File: src/rtl/id_ex_hazard_reg_pkg.sv
// Shared definitions for the decode/execute boundary: the control bundle produced by
// the control unit, its bubble value, and the opcode encodings both sides agree on.
package id_ex_hazard_reg_pkg;

    localparam int REG_W   = 5;
    localparam int FUNCT_W = 4;

    typedef struct packed {
        logic [1:0] alu_op;
        logic       branch;
        logic       mem_read;
        logic       mem_to_reg;
        logic       mem_write;
        logic       alu_src;
        logic       reg_write;
    } ctrl_t;

    localparam ctrl_t CTRL_BUBBLE = '0;

    localparam logic [6:0] OP_LOAD   = 7'b0000011;
    localparam logic [6:0] OP_STORE  = 7'b0100011;
    localparam logic [6:0] OP_RTYPE  = 7'b0110011;
    localparam logic [6:0] OP_ITYPE  = 7'b0010011;
    localparam logic [6:0] OP_BRANCH = 7'b1100011;
    localparam logic [6:0] OP_JAL    = 7'b1101111;
    localparam logic [6:0] OP_JALR   = 7'b1100111;

endpackage

File: src/rtl/load_use_detect.sv
// Load-use hazard equation: a load in EX whose destination is read by the instruction in ID.
// rs2 is compared for every opcode, so I-type instructions may stall needlessly; that is accepted.
module load_use_detect
    import id_ex_hazard_reg_pkg::*;
(
    input  logic             mem_read_ex,
    input  logic             valid_ex,
    input  logic [REG_W-1:0] rd_ex,
    input  logic [REG_W-1:0] rs1_in,
    input  logic [REG_W-1:0] rs2_in,
    input  logic             flush,
    output logic             stall
);

    logic src_match;

    assign src_match = (rd_ex == rs1_in) || (rd_ex == rs2_in);

    // A flush kills the ID instruction anyway, so stalling for it would only waste a cycle.
    assign stall = mem_read_ex && valid_ex && (rd_ex != '0) && src_match && !flush;

endmodule

File: src/rtl/id_ex_hazard_reg.sv
// ID/EX pipeline register with load-use stall generation, branch flush and saturating
// stall/flush performance counters.
module id_ex_hazard_reg
    import id_ex_hazard_reg_pkg::*;
#(
    parameter int DATA_W = 64,
    parameter int CNT_W  = 32
) (
    input  logic                clk,
    input  logic                reset_n,
    input  logic [1:0]          ALUOp_in,
    input  logic                Branch_in,
    input  logic                MemRead_in,
    input  logic                MemtoReg_in,
    input  logic                MemWrite_in,
    input  logic                ALUSrc_in,
    input  logic                RegWrite_in,
    input  logic [DATA_W-1:0]   pc_in,
    input  logic [DATA_W-1:0]   rs1_data_in,
    input  logic [DATA_W-1:0]   rs2_data_in,
    input  logic [DATA_W-1:0]   imm_in,
    input  logic [REG_W-1:0]    rs1_in,
    input  logic [REG_W-1:0]    rs2_in,
    input  logic [REG_W-1:0]    rd_in,
    input  logic [FUNCT_W-1:0]  funct_in,
    input  logic                flush,
    output logic                stall,
    output logic                pc_write,
    output logic                if_id_write,
    output logic [1:0]          ALUOp_ex,
    output logic                Branch_ex,
    output logic                MemRead_ex,
    output logic                MemtoReg_ex,
    output logic                MemWrite_ex,
    output logic                ALUSrc_ex,
    output logic                RegWrite_ex,
    output logic [DATA_W-1:0]   pc_ex,
    output logic [DATA_W-1:0]   rs1_data_ex,
    output logic [DATA_W-1:0]   rs2_data_ex,
    output logic [DATA_W-1:0]   imm_ex,
    output logic [REG_W-1:0]    rs1_ex,
    output logic [REG_W-1:0]    rs2_ex,
    output logic [REG_W-1:0]    rd_ex,
    output logic [FUNCT_W-1:0]  funct_ex,
    output logic                valid_ex,
    output logic [CNT_W-1:0]    stall_cnt,
    output logic [CNT_W-1:0]    flush_cnt
);

    localparam logic [CNT_W-1:0] CNT_MAX = '1;

    ctrl_t ctrl_in;
    ctrl_t ctrl_ex;
    logic  hazard;
    logic  bubble;

    assign ctrl_in = '{
        alu_op:     ALUOp_in,
        branch:     Branch_in,
        mem_read:   MemRead_in,
        mem_to_reg: MemtoReg_in,
        mem_write:  MemWrite_in,
        alu_src:    ALUSrc_in,
        reg_write:  RegWrite_in
    };

    load_use_detect u_detect (
        .mem_read_ex (ctrl_ex.mem_read),
        .valid_ex    (valid_ex),
        .rd_ex       (rd_ex),
        .rs1_in      (rs1_in),
        .rs2_in      (rs2_in),
        .flush       (flush),
        .stall       (hazard)
    );

    assign stall       = hazard;
    assign pc_write    = ~hazard;
    assign if_id_write = ~hazard;
    assign bubble      = flush | hazard;

    // NOTE: the data fields are reset and bubbled to zero as well, so EX never sees stale operands.
    always_ff @(posedge clk or negedge reset_n) begin
        if (!reset_n) begin
            ctrl_ex     <= CTRL_BUBBLE;
            valid_ex    <= 1'b0;
            pc_ex       <= '0;
            rs1_data_ex <= '0;
            rs2_data_ex <= '0;
            imm_ex      <= '0;
            rs1_ex      <= '0;
            rs2_ex      <= '0;
            rd_ex       <= '0;
            funct_ex    <= '0;
        end else if (bubble) begin
            // NOTE: non-blocking assignments, so every field samples its pre-edge value.
            ctrl_ex     <= CTRL_BUBBLE;
            valid_ex    <= 1'b0;
            pc_ex       <= '0;
            rs1_data_ex <= '0;
            rs2_data_ex <= '0;
            imm_ex      <= '0;
            rs1_ex      <= '0;
            rs2_ex      <= '0;
            rd_ex       <= '0;
            funct_ex    <= '0;
        end else begin
            ctrl_ex     <= ctrl_in;
            valid_ex    <= 1'b1;
            pc_ex       <= pc_in;
            rs1_data_ex <= rs1_data_in;
            rs2_data_ex <= rs2_data_in;
            imm_ex      <= imm_in;
            rs1_ex      <= rs1_in;
            rs2_ex      <= rs2_in;
            rd_ex       <= rd_in;
            funct_ex    <= funct_in;
        end
    end

    // hazard is already gated by flush, so a flushed would-be stall counts only as a flush.
    always_ff @(posedge clk or negedge reset_n) begin
        if (!reset_n) begin
            stall_cnt <= '0;
            flush_cnt <= '0;
        end else begin
            if (hazard && (stall_cnt != CNT_MAX)) stall_cnt <= stall_cnt + 1'b1;
            if (flush && (flush_cnt != CNT_MAX)) flush_cnt <= flush_cnt + 1'b1;
        end
    end

    assign ALUOp_ex    = ctrl_ex.alu_op;
    assign Branch_ex   = ctrl_ex.branch;
    assign MemRead_ex  = ctrl_ex.mem_read;
    assign MemtoReg_ex = ctrl_ex.mem_to_reg;
    assign MemWrite_ex = ctrl_ex.mem_write;
    assign ALUSrc_ex   = ctrl_ex.alu_src;
    assign RegWrite_ex = ctrl_ex.reg_write;

endmodule

File: config.mk
export PLATFORM = sky130hd
export DESIGN_NAME = id_ex_hazard_reg
export DESIGN_NICKNAME = d
export VERILOG_FILES = /design/src/rtl/id_ex_hazard_reg_pkg.sv /design/src/rtl/load_use_detect.sv /design/src/rtl/id_ex_hazard_reg.sv
export SDC_FILE = /design/constraint.sdc
export NUM_CORES = 1
export LEC_CHECK = 0
export ABC_AREA = 1
export CAP_MARGIN = 20
export CELL_PAD_IN_SITES_DETAIL_PLACEMENT = 2
export CELL_PAD_IN_SITES_GLOBAL_PLACEMENT = 2
export CORE_ASPECT_RATIO = 0.6
export CORE_MARGIN = 4
export CORE_UTILIZATION = 23
export DETAILED_ROUTE_END_ITERATION = 8
export GPL_ROUTABILITY_DRIVEN = 0
export PLACE_DENSITY = 0.76
export SETUP_SLACK_MARGIN = 0.3
export SLEW_MARGIN = 20
export SYNTH_ARGS = -nofsm -noshare
export SYNTH_HDL_FRONTEND = slang
export SYNTH_SLANG_ARGS = --single-unit
File: constraint.sdc
create_clock -name clk -period 2.3 [get_ports clk]
set_input_delay 0.345 -clock clk [delete_from_list [all_inputs] [get_ports clk]]
set_output_delay 0.345 -clock clk [all_outputs]
set_load 0.02 [all_outputs]
==> reports/qor.txt <==
Distinct cell type count after synthesis = 28
CP required = 1960 ps
Ports = 637
Crit-path cells = clkdlybuf4s50_1, inv_1, nand2_1, nand2_1, nor2_2, nand3_2, nand2_2, nand3_4, buf_4
DP Area = 0.0217 mm²
Global-route wire length before repair = 99.3 mm
Clk_lat worst skew = 580 ps
Core Footprint = 0.0594 mm²
Clock root buffer = clkbuf_16
Synth async-reset ratio = 100%
Sequential fraction of the synthesis area = 62.8%
Final nets = 2563
EDFF count, synth = 0
Worst min-delay path class = in2async
Post-Syn Area = 0.0139 mm²
Pin count of the biggest net entering global routing = 73
Routed Antenna Nets = 0
Final worst setup slack = 150 ps
Reg clk slew, reported paths = 60 ps
Int Pwr = 11.7 mW
Worst setup path startpoint = rs2_in[1]
Crit Path Class = in2out
Port Buf Inserts = 636
Final Util = 39.6%
Die W = 325 µm
Period utilization = 93.5%
Final hold violation count = 0
Crit end category = primary output
LEAKAGE = 12.0 nW
Layout Area Growth over Synthesis = 69.6%
Dpl ws = -411 ps
Count leader, synth = nor2_1
Dominant synthesized flop cell = dfrtp_1
Post-synth top area share = 62.8%
Final setup vio count = 0
Ratio of cells with drive above 1 in the final layout = 11.4%
# rows = 69
Die area = 0.0644 mm²
Initial Util = 23.3%
1st-iter DRT viols = 539
Top Layer Used = met5
Post-Syn Nets = 1848
Dpl cells = 2999
Adder-Cell Fraction of Synth Area = 0.181%
Via count = 13100
Met2 WL post-DR = 33.8 mm
Crit-path max FO = 4
WL met1 = 26.8 mm
Outcome = complete, no violations
Slowest cell on the critical path = clkdlybuf4s50_1
CTS H-tree depth = 2
Drt first pass iters = 5
R2R Path Start = rd_ex[3]$_DFF_PN0_
Post-synthesis xor/xnor area fraction = 2.53%
Post-Synth Simple-Gate Area = 22.5%
Die H = 198 µm
Psw = 4.37 mW
Combinational Power Share = 16.6%
Final Slew Violations = 0
Worst VDD drop = 458 µV
Critical Path AT = 1800 ps
Power per cell area = 685 mW/mm²
Post-synthesis mux area share = 0%
Synth Area in Compound Gates = 0.686%
Wire per inst = 22.3 µm
GRT Residual Overflow = 0
Syn. warnings = 0
Via/cell ratio = 4.23
Finished Cell Area = 0.0235 mm²
Sequential Power Share = 41.2%
Top cells by area, synth = dfrtp_1 (63%), nor2_1 (9.8%), nand2_1 (9.0%), inv_1 (8.8%), buf_4 (1.6%)
Mean Syn Cell Area = 8.89 µm²
RSZ-0062 raised after global routing = yes
Drt drc = 0
Max clock buf depth = 3
Clk sinks = 348
Cell taking the most area after synthesis = dfrtp_1
Buf/Inv on CP = 3
Cell repeated most along the worst path = nand2_1
Hpwl dp = 54.4 mm
# Max-Cap Violations = 0
Slew HR = 64.0%
Post-layout min period = 2150 ps
Routed WL = 69.0 mm
Worst slew pin tran = 535 ps
FMAX = 465 MHz
CP startpoint kind = input port
CP max stage delay = 620 ps
CTS tree = done
Fin cells = 3099
FILL cells = 6507
Main combinational cell family by area after synthesis = simple AND/OR/NAND/NOR gates
Crit-path leading delay family = buffers and inverters
Initial antenna violation count = 17
Clk_skew = 19.6 ps
Routed met3 length = 5.93 mm
GRT Total Usage = 20.8%
Total CTS buffers = 39
Post-synthesis register bit count = 348
Post-Syn Instances = 1560
Via count of the first global-routing pass = 15300
Clk network pwr share = 42.2%
Net Sw Frac = 27.1%
Most frequent cells after synthesis = nor2_1 (362), dfrtp_1 (348), nand2_1 (332)
-- cell families after synthesis --
family          Yosys count
flops                   348
compound gates           18
simple gates            776
xor+xnor                 40
buf+inv                 376
fa+ha+maj                 2
-- cell usage in the layout, fill, tap and decap left out, drive strengths merged --
cell type,instances
dlygate4sd2,90
nor2,369
clkdlybuf4s50,531
clkbuf,65
a21boi,2
o21ai,14
xor2,25
dlygate4sd3,1
dfrtp,348
bufinv,3
clkinv,6
ha,2
xnor2,15
diode,14
buf,80
nor3,19
inv,333
dlymetal6s2s,11
nor3b,1
nand2,335
nand3,26
nand3b,15
a21oi,2
nand4,10
and2,1
-- worst register-to-register path, delay by kind of cell, from the launching register on --
family,cells,cell delay [ps]
buffers and inverters,7,870
AND/OR/NAND/NOR,5,550
flip-flops,1,420
-- final cells by class --
class | instances | area [µm²] | share of cell area, %
flip-flops and latches | 348 | 8720 | 37.1
inverters | 332 | 1250 | 5.30
well taps | 781 | 977 | 4.16
repair buffers | 718 | 7290 | 31.0
clock buffers | 60 | 1230 | 5.22
diodes | 14 | 35.0 | 0.149
multi-input cells | 836 | 3870 | 16.5
clock inverters | 10 | 144 | 0.612
-- final timing paths --
kind,to,slack (ps),cells past startpoint
max,if_id_write,150,9
min,flush_cnt[6]$_DFFE_PN0P_,280,2
max reg2reg,rs1_data_ex[20]$_DFF_PN0_,410,12
min reg2reg,flush_cnt[15]$_DFFE_PN0P_,570,2
max in group asynchronous,flush_cnt[24]$_DFFE_PN0P_,1180,3
min in group clk,pc_ex[13]$_DFF_PN0_,280,3
-- what timing repair did --
action                     in CTS  in global routing
pin swaps                       5                 10
hold endpoints to repair       33                  0
setup endpoints to repair     121                267
hold buffers                    1                  0
buffers inserted                2                  8
gates cloned                    0                  5
resized for setup             120                104
-- flip-flops by register name, summed over array words and instances, names as in the netlist, 2 cells and up --
| name | cells |
|---|---|
| rd_ex | 5 |
| rs2_ex | 5 |
| rs2_data_ex | 64 |
| imm_ex | 64 |
| funct_ex | 4 |
| stall_cnt | 32 |
| rs1_data_ex | 64 |
| pc_ex | 64 |
| rs1_ex | 5 |
| ALUOp_ex | 2 |
| flush_cnt | 32 |
-- layer usage --
| layer | vias up | track usage (%) |
|---|---|---|
| met5 | - | 0 |
| met4 | 4 | 8.13 |
| met3 | 118 | 8.32 |
| li1 | 5932 | - |
| met1 | 6660 | 23.8 |
| met2 | 392 | 35.3 |
-- through the flow --
| step | total power [mW] | hold slack, ps | TNS, ps |
|---|---|---|---|
| floorplan | 7.62 | 49.4 | 0 |
| global placement | 9.29 | 300 | -16750 |
| detailed placement | 9.39 | 300 | -20630 |
| CTS | 16.3 | 236 | 0 |
| global route | 16.9 | 249 | 0 |
| finish | 16.1 | 282 | 0 |
-- power groups by stage --
stage / sequential, mW / combinational, mW / clock (mW)
after floorplan: 7.13 / 0.484 / 0
final: 6.64 / 2.68 / 6.80
after detailed placement: 6.76 / 2.63 / 0
after CTS: 6.65 / 2.61 / 7.05
after global routing: 6.67 / 2.87 / 7.35
after global placement: 6.73 / 2.55 / 0
Power figures use the tool's default switching activity.
